File: src/rtl/hcordic_packet_issuer.sv
`default_nettype none
// ============================================================================
// Module      : hcordic_packet_issuer
// Description : Accepts a CORDIC job, serialises it as seven 16-bit packet
//               words to the HCORDIC pipeline, then waits for the pipeline
//               result (or a timeout) and holds it until the consumer takes it.
// Revision    : 1.0 - initial release
// ============================================================================
module hcordic_packet_issuer #(
  parameter int TIMEOUT = 255
) (
  input  logic        clock,
  input  logic        reset,
  input  logic        job_valid,
  output logic        job_ready,
  input  logic [31:0] job_x,
  input  logic [31:0] job_y,
  input  logic [31:0] job_z,
  input  logic [1:0]  job_mode,
  input  logic        job_operation,
  output logic [15:0] InstructionPacket,
  input  logic [31:0] x_out,
  input  logic [31:0] y_out,
  input  logic [31:0] z_out,
  input  logic        done,
  output logic [31:0] res_x,
  output logic [31:0] res_y,
  output logic [31:0] res_z,
  output logic        res_valid,
  output logic        res_timeout,
  input  logic        res_ready
);

  typedef enum logic [1:0] {
    IDLE   = 2'd0,
    SEND   = 2'd1,
    WAIT   = 2'd2,
    RESULT = 2'd3
  } state_t;

  localparam logic [15:0] c_timeout  = 16'(TIMEOUT);
  localparam logic [2:0]  c_last_idx = 3'd6;

  state_t      r_state;
  state_t      w_next_state;
  logic [2:0]  r_idx;
  logic [15:0] r_cnt;
  logic [31:0] r_x;
  logic [31:0] r_y;
  logic [31:0] r_z;
  logic [1:0]  r_mode;
  logic        r_op;
  logic [15:0] r_packet;
  logic [15:0] w_word;
  logic [31:0] r_res_x;
  logic [31:0] r_res_y;
  logic [31:0] r_res_z;
  logic        r_res_valid;
  logic        r_res_timeout;
  logic        w_timeout_hit;

  assign job_ready         = (r_state == IDLE) && !reset;
  assign InstructionPacket = r_packet;
  assign res_x             = r_res_x;
  assign res_y             = r_res_y;
  assign res_z             = r_res_z;
  assign res_valid         = r_res_valid;
  assign res_timeout       = r_res_timeout;
  assign w_timeout_hit     = (r_cnt == c_timeout);

  // State register.
  always_ff @(posedge clock or posedge reset) begin
    if (reset) r_state <= IDLE;
    else       r_state <= w_next_state;
  end

  // Next-state logic; done outranks the timeout in WAIT.
  always_comb begin
    w_next_state = r_state;
    case (r_state)
      IDLE:    if (job_valid)                 w_next_state = SEND;
      SEND:    if (r_idx == c_last_idx)       w_next_state = WAIT;
      WAIT:    if (done || w_timeout_hit)     w_next_state = RESULT;
      RESULT:  if (r_res_valid && res_ready)  w_next_state = IDLE;
      default:                                w_next_state = IDLE;
    endcase
  end

  // Select the packet word for the current index from the registered job.
  always_comb begin
    w_word = 16'h0000;
    case (r_idx)
      3'd0:    w_word = {4'hA, 9'b0, r_op, r_mode};
      3'd1:    w_word = r_x[31:16];
      3'd2:    w_word = r_x[15:0];
      3'd3:    w_word = r_y[31:16];
      3'd4:    w_word = r_y[15:0];
      3'd5:    w_word = r_z[31:16];
      3'd6:    w_word = r_z[15:0];
      default: w_word = 16'h0000;
    endcase
  end

  // Job capture, packet output, wait counter and result registers.
  always_ff @(posedge clock or posedge reset) begin
    if (reset) begin
      r_idx         <= 3'd0;
      r_cnt         <= 16'd0;
      r_x           <= 32'd0;
      r_y           <= 32'd0;
      r_z           <= 32'd0;
      r_mode        <= 2'd0;
      r_op          <= 1'b0;
      r_packet      <= 16'h0000;
      r_res_x       <= 32'd0;
      r_res_y       <= 32'd0;
      r_res_z       <= 32'd0;
      r_res_valid   <= 1'b0;
      r_res_timeout <= 1'b0;
    end else begin
      r_packet <= (r_state == SEND) ? w_word : 16'h0000;
      case (r_state)
        IDLE: begin
          if (job_valid) begin
            r_x    <= job_x;
            r_y    <= job_y;
            r_z    <= job_z;
            r_mode <= job_mode;
            r_op   <= job_operation;
            r_idx  <= 3'd0;
          end
        end
        SEND: begin
          if (r_idx == c_last_idx) begin
            r_idx <= 3'd0;
            r_cnt <= 16'd0;
          end else begin
            r_idx <= r_idx + 3'd1;
          end
        end
        WAIT: begin
          if (done) begin
            r_res_x       <= x_out;
            r_res_y       <= y_out;
            r_res_z       <= z_out;
            r_res_valid   <= 1'b1;
            r_res_timeout <= 1'b0;
          end else if (w_timeout_hit) begin
            r_res_x       <= 32'd0;
            r_res_y       <= 32'd0;
            r_res_z       <= 32'd0;
            r_res_valid   <= 1'b1;
            r_res_timeout <= 1'b1;
          end else begin
            r_cnt <= r_cnt + 16'd1;
          end
        end
        RESULT: begin
          if (r_res_valid && res_ready) begin
            r_res_valid   <= 1'b0;
            r_res_timeout <= 1'b0;
          end
        end
        default: ;
      endcase
    end
  end

endmodule
`default_nettype wire

File: config.mk
export PLATFORM = sky130hd
export DESIGN_NAME = hcordic_packet_issuer
export DESIGN_NICKNAME = d
export VERILOG_FILES = /design/src/rtl/hcordic_packet_issuer.sv
export SDC_FILE = /design/constraint.sdc
export NUM_CORES = 1
export LEC_CHECK = 0
export CAP_MARGIN = 5
export CORE_AREA = 4 4 158 160
export DETAILED_ROUTE_END_ITERATION = 10
export DIE_AREA = 0 0 162 164
export GPL_TIMING_DRIVEN = 0
export PLACE_DENSITY = 0.76
export SLEW_MARGIN = 40
export SYNTH_ARGS = -nofsm -noshare
export SYNTH_HDL_FRONTEND = slang
export SYNTH_SLANG_ARGS = --single-unit
File: constraint.sdc
create_clock -name clock -period 7.3 [get_ports clock]
set_input_delay 0.73 -clock clock [delete_from_list [all_inputs] [get_ports clock]]
set_output_delay 0.73 -clock clock [all_outputs]
set_load 0.005 [all_outputs]
==> summary.md, run 1 <==
| Metric | Value |
|---|---|
| Outcome | finished clean |
| Minimum clock period | 2920 ps |
| Post-route ant nets | 0 |
| Synth area leaders | dfrtp_1, mux2_2, a22o_1, a22oi_1, mux2i_1 |
| Part of the power in registers | 0.382 |
| GRT Residual Overflow | 0 |
| Worst min path class | reg2reg |
| Final setup fails | 0 |
| Setup WS post-layout | 4380 ps |
| Net Switching | between 1.5 and 2 mW |
| Period utilization | 0.400 |
| Port bufs | around 310 |
| Initial antenna violation count | 4 |
| R2R Path End | InstructionPacket[11] |
| Chip width | ~160 microns |
| Yosys warns | 0 |
| Worst setup SP type | register |
| Wire per inst | approximately 22 microns |
| Hold path depth | 1 |
| Die Height | between 150 and 200 microns |
| Post-cts resize count | 0 |
| Pwr/cell area | slightly above 400 mW/mm^2 |
| #FFs+latches synth | 234 |
| Post-CTS Setup Inserts | 0 |
| Most frequent cell after synthesis | dfrtp_1 |
| Clock transition at the registers of the reported paths | 60 ps |
| CTS tree | built |
| R2R cell count | 8 |
| Dpl ws | between 4000 and 5000 ps |
| CTS sink cnt | roughly 230 |
| DRT Wirelength | between 30000 and 40000 microns |
| Slew margin rel. | 0.460 |
| Drt pass-1 iters | 5 |
| Post-synth top cells | dfrtp_1, mux2_2, a22o_1 |
| GP Congestion | 0.813 |
| Worst hold endpoint | res_y[24] |
| Placed inst area | about 0.013 sq mm |
| Post-DR vias/cell | between 5 and 6 |
| Final Hold Fails | 0 |
| Reg2reg start | r_idx[2] |
| Clock Path Buffers | 3 |
| DRC | 0 |
| Total of max-cap violations | 0 |
| Largest net degree at the start of global routing | 74 |
| Total Nets Final | 1271 |
| Area growth syn-to-layout | 46.2% |
| Worst VDD drop | between 0.15 and 0.2 mV |
| Syn nets | 926 |
| Mean Syn Cell Area | 13.5 sq um |
| Clock power frac | 0.221 |
| Seq/Total Area, Yosys | 0.603 |
| Critical path type | reg2reg |
| Asr flop ratio synth | 1.00 |
| Comb pwr share | 0.396 |
| Design area | between 0.01 and 0.015 sq mm |
| Switching share of total power | 0.313 |
| Core box area | 0.0234 sq mm |
| EDFF count, synth | 0 |
| Non-filler cells in the finished layout | approximately 1400 |
| Area of the mapped netlist | 0.00971 sq mm |
| Share of the synthesized area in the top cell type | 0.603 |
| Dpl hpwl | between 20000 and 25000 microns |
| F_max | roughly 0.34 GHz |
| Num rows | 56 |
| Worst-Margin Slew | 810 ps |
| Gate Count Post-Synth | roughly 700 |
| First-pass GRT wire length | around 46000 microns |
| CP max FO | 10 |
| Data required, critical path | ~7700 ps |
| RSZ-0062 raised after global routing | no |
| Cts bufs inserted | 26 |
| Post-synth cell types | between 40 and 50 |
| 1st-iter DRT viols | 522 |
| CP Capture Type | register |
| Internal power | slightly below 4 mW |
| Die ar. | ~0.027 sq mm |
| IO Pins | roughly 320 |
| Via count | between 7000 and 8000 |
| Skew-Pair Late Insertion Delay | approximately 530 ps |
| FF-to-FF setup slack | 4380 ps |
| Max-slew violation count | 0 |
| Share of cells above drive strength 1 | 0.167 |
| Clock Skews | roughly 21 ps |
| Clk root buf | clkbuf_16 |
| Initial Util | 0.415 |
| H-tree depth | 1 |
| Hold wc startpoint | res_y[24] |
| CP Data Arrival Time | ~3300 ps |
| Yosys top cell by area | dfrtp_1 |
| LEAKAGE | around 6 nW |
| Post-Place Cells | ~1400 |
| Vias in the first global route | 7898 |
| Main synth FF type | dfrtp_1 |
| Cts hold-fix bufs | 0 |
| GR Util All Layers | 0.223 |
how the worst max path moves through the flow:
stage	from	end	slack, ps	cells past startpoint
detailed placement	job_valid	r_z[8]	4280	5
finish	r_idx[2]	InstructionPacket[11]	4380	8
global placement	reset	res_x[7]	-2870	2
floorplan	reset	InstructionPacket[0]	150	1
CTS	r_idx[2]	InstructionPacket[0]	4410	8
global route	r_idx[2]	InstructionPacket[0]	4250	8
metal layers:
metal	vias to the layer above	track usage	part of all wire
met4	2	0.0692	0.030
met5	-	0	0.00043
met2	309	0.395	0.50
li1	3405	-	-
met3	56	0.0585	0.080
met1	3729	0.268	0.39
cell type report:
cell class                 count  area [sq um]
clock inverter                 9          97.6
tap                          319           399
inverter                      10          45.0
sequential                   234          5860
multi-input combinational    422          3560
timing repair buffer         317          3220
antenna                        2          5.00
fill                        1857          9210
clock buffer                  38           756
buffer                        53           260
cell usage in the layout (no fill, tap or decap), types with 9 or more instances in the layout:
cell type        Yosys  layout
clkdlybuf4s50_1      0     314
dfrtp_1            234     234
mux2_2             108     108
a22o_1             106     106
clkbuf_1            29      35
nand2_1             32      32
clkbuf_16            0      26
a22oi_1             25      25
buf_2               13      13
nor2_1              13      13
nand2b_1            13      13
mux2i_1             12      12
a31oi_1             11      11
inv_1               10       9
a21oi_1              9       9
critical path: stages (launching register included):
cell and delay, ps:
dfrtp_1 330, buf_4 180, inv_1 100, clkbuf_1 270, ha_1 280, clkbuf_1 220
o21ai_1 630, clkbuf_1 590, a31oi_1 150
stage by stage:
step                      total power, mW  hold slack (ps)  utilization  TNS (ps)
after floorplan                      3.37              470            -         0
after detailed placement             4.51              481        0.570         0
final                                5.76              497        0.607         0
after global routing                 6.10              517        0.607         0
after global placement               4.43              482        0.566   -667230
after CTS                            5.81              500        0.606         0
state kept, by name, indices dropped and copies added (netlist names):
register and count:
InstructionPacket 16, r_cnt 16, r_idx 3, r_mode 2, r_op 1, r_state 2
r_x 32, r_y 32, r_z 32, res_timeout 1, res_valid 1, res_x 32
res_y 32, res_z 32
power groups by stage:
| stage | clock network (mW) | logic (mW) | registers, mW |
|---|---|---|---|
| 4_1_cts | 1.30 | 2.31 | 2.20 |
| 2_1_floorplan | 0 | 1.20 | 2.17 |
| 5_1_grt | 1.36 | 2.47 | 2.27 |
| 3_3_place_gp | 0 | 2.24 | 2.19 |
| 3_5_place_dp | 0 | 2.29 | 2.21 |
| 6_report | 1.28 | 2.29 | 2.20 |
cells by family (layout without fill, tap and decap cells):
logic type | Yosys count | count (layout) | share of synthesized area
mux | 120 | 120 | 0.138
simple gates | 97 | 97 | 0.0536
buf+inv | 63 | 427 | 0.0307
fa+ha+maj | 7 | 7 | 0.00902
flops | 234 | 234 | 0.603
other cells | 0 | 2 | 0
xor+xnor | 1 | 1 | 0.000902
compound gates | 197 | 197 | 0.165
(Power assumes the default switching activity.)
==> run 2: changes to the inputs <==
--- a/config.mk
+++ b/config.mk
@@ -6,11 +6,11 @@
 export NUM_CORES = 1
 export LEC_CHECK = 0
 export CAP_MARGIN = 5
-export CORE_AREA = 4 4 158 160
+export CORE_AREA = 4 4 151 153
 export DETAILED_ROUTE_END_ITERATION = 10
-export DIE_AREA = 0 0 162 164
+export DIE_AREA = 0 0 155 157
 export GPL_TIMING_DRIVEN = 0
-export PLACE_DENSITY = 0.76
+export PLACE_DENSITY = 0.79
 export SLEW_MARGIN = 40
 export SYNTH_ARGS = -nofsm -noshare
 export SYNTH_HDL_FRONTEND = slang
==> constraint.sdc (replaced) <==
create_clock -name clock -period 2.9 [get_ports clock]
set_input_delay 0.29 -clock clock [delete_from_list [all_inputs] [get_ports clock]]
set_output_delay 0.29 -clock clock [all_outputs]
set_load 0.005 [all_outputs]
==> summary.md, run 2 (synthesis results as in run 1) <==
| Metric | Value |
|---|---|
| Worst min path class | in2async (was reg2reg) |
| Outcome | finished clean (unchanged) |
| Final Hold Fails | 0 (unchanged) |
| Pwr/cell area | 1030 mW/mm^2 (was 406 mW/mm^2) |
| CP Capture Type | register (unchanged) |
| Non-filler cells in the finished layout | 1371 (was 1404) |
| Dpl ws | 40.9 ps (was 4280 ps) |
| RSZ-0062 raised after global routing | no (unchanged) |
| IO Pins | 315 (unchanged) |
| CP Capture Point | InstructionPacket[14] (was InstructionPacket[11]) |
| R2R cell count | 8 (unchanged) |
| Worst VDD drop | 0.648 mV (was 0.191 mV) |
| H-tree depth | 1 (unchanged) |
| Die ar. | 0.0243 sq mm (was 0.0266 sq mm) |
| Clock Path Buffers | 3 (unchanged) |
| Commonest non-fill, non-tap cell in the layout | clkdlybuf4s50_1 (unchanged) |
| Post-route ant nets | 0 (unchanged) |
| R2R Path End | InstructionPacket[14] (was InstructionPacket[11]) |
| Total negative setup slack | 0 ps (unchanged) |
| F_max | 0.362 GHz (was 0.343 GHz) |
| Initial Util | 0.450 (was 0.415) |
| CP Data Arrival Time | 3180 ps (was 3290 ps) |
| Critical Path Max Stage Delay | 500 ps (was 630 ps) |
| Drt pass-1 iters | 5 (unchanged) |
| Clk root buf | clkbuf_16 (unchanged) |
| Num rows | 54 (was 56) |
| Critical path type | reg2reg (unchanged) |
| GRT Residual Overflow | 0 (unchanged) |
| Via count | 7713 (was 7501) |
| LEAKAGE | 6.23 nW (was 6.11 nW) |
| DRC | 0 (unchanged) |
| Skew-Pair Late Insertion Delay | 510 ps (was 530 ps) |
| Reg2reg start | r_idx[2] (unchanged) |
| Crit path launch | r_idx[2] (unchanged) |
| Post-Place Cells | 1325 (was 1355) |
| Clock Skews | 12.9 ps (was 21.1 ps) |
| Final setup fails | 0 (unchanged) |
| Setup WS post-layout | 136 ps (was 4380 ps) |
| Data required, critical path | 3320 ps (was 7670 ps) |
| GR Util All Layers | 0.251 (was 0.223) |
| Clock transition at the registers of the reported paths | 60 ps (about the same) |
| Slew margin rel. | 0.427 (was 0.460) |
| Max-slew violation count | 0 (unchanged) |
| Die Height | 157 microns (was 164 microns) |
| 1st-iter DRT viols | 459 (was 522) |
| GP Congestion | 0.872 (was 0.813) |
| Final Core Density | 0.669 (was 0.607) |
| Post-DR vias/cell | 5.63 (was 5.34) |
| Share of cells above drive strength 1 | 0.176 (was 0.167) |
| Total Nets Final | 1279 (was 1271) |
| Cts bufs inserted | 25 (was 26) |
| Core box area | 0.0216 sq mm (was 0.0234 sq mm) |
| CTS tree | built (unchanged) |
| Cell chain of the critical path | buf_4 > inv_1 > clkbuf_1 > ha_1 > clkbuf_1 > o21ai_2 > clkbuf_1 > a31oi_1 (was buf_4 > inv_1 > clkbuf_1 > ha_1 > clkbuf_1 > o21ai_1 > clkbuf_1 > a31oi_1) |
| Vias in the first global route | 8149 (was 7898) |
| Commonest non-fill, non-tap cells in the layout | clkdlybuf4s50_1, dfrtp_1, mux2_2 (unchanged) |
| Post-CTS Setup Inserts | 0 (unchanged) |
| Crit path top cell by count | clkbuf_1 (unchanged) |
| First-pass GRT wire length | 47300 microns (was 46200 microns) |
| CTS sink cnt | 234 (unchanged) |
| Chip width | 155 microns (was 162 microns) |
| Initial antenna violation count | 4 (unchanged) |
| Largest net degree at the start of global routing | 25 (was 74) |
| Worst setup SP type | register (unchanged) |
| Cts hold-fix bufs | 0 (unchanged) |
| CP max FO | 10 (unchanged) |
| Period utilization | 0.953 (was 0.400) |
| Worst-Margin Slew | 854 ps (was 810 ps) |
| Crit path max-delay cell type | clkbuf_1 (was o21ai_1) |
| Total power | 14.8 mW (was 5.76 mW) |
| DRT Wirelength | 31200 microns (was 30500 microns) |
| Port bufs | 314 (unchanged) |
| Dpl hpwl | 23800 microns (was 23100 microns) |
| Minimum clock period | 2760 ps (was 2920 ps) |
| Area growth syn-to-layout | 48.5% (was 46.2%) |
| Total of max-cap violations | 0 (unchanged) |
| Post-cts resize count | 0 (unchanged) |
| Wire per inst | 22.7 microns (was 21.7 microns) |
| FF-to-FF setup slack | 140 ps (was 4380 ps) |
run 2: changes by cell type in the layout (fill, tap and decap cells not counted):
| cell | delta |
|---|---|
| inv_8 | -1 |
| clkbuf_2 | +1 |
| buf_16 | +9 |
| o21ai_2 | +1 |
| bufinv_16 | +3 |
| clkinvlp_4 | +1 |
| clkbuf_1 | -5 |
| clkbuf_16 | -1 |
| clkinv_8 | -2 |
| clkinv_2 | -2 |
| o21ai_1 | -1 |
| diode_2 | +2 |
| clkinv_4 | +1 |
run 2: area by class of cell:
| class | instances | area (sq um) |
|---|---|---|
| buffer | 53 | 262 |
| antenna | 4 | 10.0 |
| multi-input combinational | 422 | 3560 |
| fill | 1599 | 7130 |
| clock buffer | 33 | 716 |
| timing repair buffer | 326 | 3470 |
| sequential | 234 | 5860 |
| tap | 280 | 350 |
| clock inverter | 9 | 154 |
| inverter | 10 | 41.3 |
run 2: how the worst min path moves through the flow:
stage               cells past startpoint      start  slack (ps)    endpoint
finish                                  2      reset         120  r_state[1]
global route                            2      reset         120  r_state[1]
CTS                                     2      reset         110  r_state[1]
detailed placement                      1  res_x[29]         480   res_x[29]
global placement                        1     r_z[0]         480      r_z[0]
floorplan                               1   x_out[0]         430    res_x[0]
run 2: report_power, final:
group | internal [mW] | total [mW] | leakage (nW) | switching, mW
Combinational | 3.35 | 5.85 | 2.91 | 2.50
Clock | 2.08 | 3.36 | 0.422 | 1.28
Sequential | 4.75 | 5.59 | 2.90 | 0.837
Total | 10.2 | 14.8 | 6.23 | 4.61
run 2: worst max-delay path, delay by kind of cell, from the launching register on:
kind | cells | cell delay [ps]
buf+inv | 5 | 1520
flops | 1 | 360
compound gates | 2 | 530
fa+ha+maj | 1 | 250
run 2: layer usage:
layer | track usage | part of all wire
met1 | 0.295 | 0.38
met2 | 0.436 | 0.50
met3 | 0.0643 | 0.082
met4 | 0.109 | 0.041
met5 | 0 | 0.00035
run 2: metrics by stage:
stage | area [sq um] | hold WS [ps]
floorplan | 9710 | 430
global placement | 13200 | 481
detailed placement | 13500 | 482
CTS | 14400 | 107
global route | 14400 | 123
finish | 14400 | 117
